<file path="src/rtl/sequence_player.sv">
// Sly-Man-Says sequence player: drives light_up with timed colour flashes.
// Each element is lit for ON_CYCLES, then dark for OFF_CYCLES; done pulses at the end.
module sequence_player #(
  parameter int MAX_LEN    = 16,
  parameter int ON_CYCLES  = 25_000_000,
  parameter int OFF_CYCLES = 12_500_000,
  parameter int CNT_W      = 25,
  parameter int LEN_W      = 5
) (
  input  logic                 clock,
  input  logic                 reset,
  input  logic                 start,
  input  logic                 abort,
  input  logic [LEN_W-1:0]     seq_len,
  input  logic [2*MAX_LEN-1:0] seq_colors,
  output logic                 flash_led,
  output logic [1:0]           color,
  output logic                 on_off,
  output logic                 busy,
  output logic                 done
);

  typedef enum logic [1:0] {
    S_IDLE,
    S_ON,
    S_OFF
  } state_t;

  state_t               state_q, state_d;
  logic [CNT_W-1:0]     timer_q, timer_d;
  logic [LEN_W-1:0]     idx_q, idx_d;
  logic [LEN_W-1:0]     len_q, len_d;
  logic [2*MAX_LEN-1:0] colors_q, colors_d;
  logic                 flash_q, flash_d;
  logic [1:0]           color_q, color_d;
  logic                 on_off_q, on_off_d;
  logic                 busy_q, busy_d;
  logic                 done_q, done_d;

  logic [LEN_W-1:0]     len_in;
  logic [LEN_W-1:0]     idx_nx;
  logic [2*MAX_LEN-1:0] shifted;

  assign len_in = (seq_len > LEN_W'(MAX_LEN)) ? LEN_W'(MAX_LEN) : seq_len;
  assign idx_nx = idx_q + LEN_W'(1);
  assign shifted = colors_q >> {idx_nx, 1'b0};

  always_comb begin
    state_d  = state_q;
    timer_d  = timer_q;
    idx_d    = idx_q;
    len_d    = len_q;
    colors_d = colors_q;
    flash_d  = 1'b0;
    color_d  = color_q;
    on_off_d = on_off_q;
    busy_d   = busy_q;
    done_d   = 1'b0;
    unique case (state_q)
      S_IDLE: begin
        busy_d = 1'b0;
        if (start && !abort) begin
          colors_d = seq_colors;
          len_d    = len_in;
          if (len_in == '0) begin
            done_d = 1'b1;
          end else begin
            state_d  = S_ON;
            idx_d    = '0;
            timer_d  = '0;
            busy_d   = 1'b1;
            flash_d  = 1'b1;
            on_off_d = 1'b1;
            color_d  = seq_colors[1:0];
          end
        end
      end
      S_ON: begin
        if (abort) begin
          state_d  = S_IDLE;
          timer_d  = '0;
          idx_d    = '0;
          busy_d   = 1'b0;
          flash_d  = 1'b1;
          on_off_d = 1'b0;
        end else if (timer_q == CNT_W'(ON_CYCLES - 1)) begin
          state_d  = S_OFF;
          timer_d  = '0;
          flash_d  = 1'b1;
          on_off_d = 1'b0;
        end else begin
          timer_d = timer_q + CNT_W'(1);
        end
      end
      S_OFF: begin
        if (abort) begin
          state_d  = S_IDLE;
          timer_d  = '0;
          idx_d    = '0;
          busy_d   = 1'b0;
          flash_d  = 1'b1;
          on_off_d = 1'b0;
        end else if (timer_q == CNT_W'(OFF_CYCLES - 1)) begin
          timer_d = '0;
          // Compare idx+1 against len so len-1 never underflows.
          if (idx_nx < len_q) begin
            idx_d    = idx_nx;
            state_d  = S_ON;
            flash_d  = 1'b1;
            on_off_d = 1'b1;
            color_d  = shifted[1:0];
          end else begin
            state_d = S_IDLE;
            idx_d   = '0;
            busy_d  = 1'b0;
            done_d  = 1'b1;
          end
        end else begin
          timer_d = timer_q + CNT_W'(1);
        end
      end
      default: begin
        state_d = S_IDLE;
      end
    endcase
  end

  always_ff @(posedge clock) begin
    if (reset) begin
      state_q  <= S_IDLE;
      timer_q  <= '0;
      idx_q    <= '0;
      len_q    <= '0;
      colors_q <= '0;
      flash_q  <= 1'b1;
      color_q  <= 2'd0;
      on_off_q <= 1'b0;
      busy_q   <= 1'b0;
      done_q   <= 1'b0;
    end else begin
      state_q  <= state_d;
      timer_q  <= timer_d;
      idx_q    <= idx_d;
      len_q    <= len_d;
      colors_q <= colors_d;
      flash_q  <= flash_d;
      color_q  <= color_d;
      on_off_q <= on_off_d;
      busy_q   <= busy_d;
      done_q   <= done_d;
    end
  end

  assign flash_led = flash_q;
  assign color     = color_q;
  assign on_off    = on_off_q;
  assign busy      = busy_q;
  assign done      = done_q;

endmodule

</file>
<file path="config.mk">
export PLATFORM = sky130hd
export DESIGN_NAME = sequence_player
export DESIGN_NICKNAME = d
export VERILOG_FILES = /design/src/rtl/sequence_player.sv
export SDC_FILE = /design/constraint.sdc
export NUM_CORES = 1
export LEC_CHECK = 0
export ABC_AREA = 1
export CORE_MARGIN = 1.5
export CORE_UTILIZATION = 36
export CTS_BUF_LIST = sky130_fd_sc_hd__clkbuf_4 sky130_fd_sc_hd__clkbuf_8
export CTS_CLUSTER_DIAMETER = 30
export DETAILED_ROUTE_END_ITERATION = 7
export DONT_BUFFER_PORTS = 1
export GPL_TIMING_DRIVEN = 0
export PLACE_DENSITY = 0.51
export SLEW_MARGIN = 20
export SYNTH_ARGS = -nofsm -noshare
export SYNTH_HDL_FRONTEND = slang
export SYNTH_SLANG_ARGS = --single-unit
</file>
<file path="constraint.sdc">
create_clock -name clock -period 1.9 [get_ports clock]
set_input_delay 0.38 -clock clock [delete_from_list [all_inputs] [get_ports clock]]
set_output_delay 0.38 -clock clock [all_outputs]
set_load 0.02 [all_outputs]
</file>
==> out/qor.yml <==
setup_path:
  crit_arrival_ps: 2390
  startpoint_type: "flip-flop"
  timing.critical_path.to_type: "flip-flop"
  cp_slowest_cell: "dfxtp_4"
  critical_path_class: "reg2reg"
  critPathBufInv: 1
  cpPeakStageDelay_ps: 390
  cp_top_family: "simple AND/OR/NAND/NOR gates"
  crit_chain: "ha_4, nand3_4, xor2_4, ha_4, nand2_4, nor2_4, nand2_2, nand3_4, buf_4, nand2_2, o22ai_1, nor3b_2"
  worst_ep_required_time_ps: 2190
  crit_fanout: 3
floorplan:
  start_util_pct: 37.4
  dieWidth_um: 110
  std_cell_rows: 38
  dieArea_sq_mm: 0.0120
  die_h_um: 110
  ios: 47
  core-area_sq_mm: 0.0109
drt:
  drcViolationCount: 0
  routed_via_density: 5.09
  drt_iter0_drc: 267
  drtPass1Iterations: 5
  vias: 4115
  totalWireLength_mm: 12.3
  post_drt_wl_per_cell_um: 15.2
  ant_nets: 0
timing:
  maxSlewHeadroom_pct: 56.6
  worst_slew_pin_slew_ps: 651
  finalSetupViolations: 12
  finalCritPeriodShare_pct: 110
  max_freq_ghz: 0.476
  finalCriticalPeriod_ps: 2100
  worst_slack_ps: -199
  fin_skew_ps: 15.8
  finalHoldViolations: 0
  grt_setup_unrepaired: "yes"
  final_max_slew_viol_count: 0
logic_synthesis:
  synth_seq_cells: 75
  ys_seq_area_share_pct: 36.7
  syn_area_sq_mm: 0.00409
  syn-mean-instance-area_sq_um: 6.49
  syn_inst: 630
  synth_top_area_share_pct: 36.7
  synth.net_count: 681
  synth_area_leaders: "dfxtp_1 (37%), nor2_1 (10%), nand2_1 (9.7%)"
  ys_warn_count: 0
  synthDistinctLibCells: 30
  synth_top_area_cell: "dfxtp_1"
cts:
  cts_tree: "done"
  root_buffer: "clkbuf_8"
  clock_path_buffers: 2
  hold_buffers: 0
  cts_max_level: 3
  cts_buffers: 9
  clkSlewWorstSetupHoldPaths_ps: 90
  clk_latency_ps: 380
  clock_sinks: 75
worst_hold_path:
  hold_path.class: "in2reg"
placement:
  preCtsSetupSlack_ps: -421
  dpl.hpwl_mm: 8.94
  place_congestion: 0.885
  place.port_buffers: 0
  dp.cells: 770
cells_and_area:
  antenna_cells: 0
  drive_above_1_share_pct: 17.0
  fillers: 1137
  final_util_pct: 46.5
  layout_commonest_cell: "nor2_1"
  final_cell_mix: "nor2_1 (105), nand2_1 (99), inv_1 (76)"
  layout.nets: 716
  syn_to_final_growth_pct: 24.4
  layout.cells.non_filler: 809
global_routing:
  grt_usage_pct: 21.3
  grt_antenna_before_repair: 0
  grt_max_degree: 13
  grt_overflow: 0
  grt_pass1_wl_mm: 19.2
  grt_pass1_vias: 3872
power_and_ir_drop:
  p_per_area_mw_per_mm2: 921
  max-vdd-ir-drop_v: 0.000418
  p_leak_nw: 1.95
status:
  failed_checks: "negative setup slack"
  status: "complete, but fails checks"
job:
  maxCapViolCount: 0
==> Yosys cell counts, drive strengths merged <==
master and instances:
o211ai 8, a22oi 4, clkbuf 15, or2 1
a211oi 1, nor3 7, clkinv 2, nor3b 1
o21ai 45, inv 83, ha 10, nand2 113
xor2 12, dfxtp 75, mux2i 1, nor2 118
a21oi 42, o22ai 2, nor4 1, nand4 13
buf 7, nand3 68, nand3b 1
==> layout make-up <==
type / instances / area (sq um) / area share, %
Buffer: 22 / 121 / 2.39
Clock buffer: 11 / 151 / 2.98
Clock inverter: 4 / 97.6 / 1.92
Inverter: 85 / 337 / 6.61
Multi-Input combinational cell: 448 / 2480 / 48.7
Sequential cell: 75 / 1520 / 29.8
Tap cell: 140 / 175 / 3.44
Timing Repair Buffer: 22 / 199 / 3.91
Timing Repair inverter: 2 / 11.3 / 0.221
==> through the flow <==
stage | power [W] | hold WS (ps) | TNS (ps) | cell area [sq um]
after floorplan | 0.00250 | 429 | -98.3 | 4150
after global placement | 0.00276 | 443 | -12810 | 4320
after detailed placement | 0.00277 | 448 | -13310 | 4320
after CTS | 0.00443 | 135 | -1970 | 4740
after global routing | 0.00493 | 143 | -2990 | 5090
final | 0.00469 | 151 | -1660 | 5090
==> power breakdown <==
group / switching, W / internal [W] / leakage [nW]
registers: 0.0000960 / 0.00169 / 0.617
logic: 0.000808 / 0.000524 / 1.21
clock network: 0.000629 / 0.000937 / 0.122
total: 0.00153 / 0.00315 / 1.95
==> kinds of logic after synthesis <==
kind of cell | Yosys count | synth area share [%]
DFF | 75 | 36.7
AOI/OAI and AO/OA | 102 | 13.3
adders and majority gates | 10 | 3.06
and+or+nand+nor | 323 | 33.8
buffers and inverters | 107 | 10.2
muxes | 1 | 0.245
xor gates and xnor gates | 12 | 2.57
==> flip-flops by register name, summed over array words and instances, names as in the netlist <==
name / cells
busy: 1
color: 2
colors_q: 32
done: 1
flash_led: 1
idx_q: 5
len_q: 5
on_off: 1
state_q: 2
timer_q: 25
==> layer usage <==
metal,GRT usage [%],part of all wire [%],vias up
met2,35.2,48,109
met5,0,0,-
met4,9.93,2.6,0
met3,4.15,5.3,20
met1,26.8,44,1881
li1,-,-,2105
==> final timing paths <==
path                       startpoint                   endpoint  slack (ps)  cells after the start
max             idx_q[0]$_SDFFE_PP0P_            done$_SDFF_PP0_        -200                     12
min reg2reg  colors_q[0]$_SDFFE_PP0P_   colors_q[0]$_SDFFE_PP0P_         460                      2
max reg2reg     idx_q[0]$_SDFFE_PP0P_            done$_SDFF_PP0_        -200                     12
min                    seq_colors[27]  colors_q[27]$_SDFFE_PP0P_         150                      2
==> what timing repair did <==
| item | CTS | global route |
|---|---|---|
| gates resized for setup | 30 | 48 |
| endpoints found under the setup margin | 66 | 55 |
| setup buffers | 9 | 12 |
| pin swaps | 19 | 15 |
| gates cloned | 0 | 3 |
No activity file was read; power rests on OpenSTA's default activity.
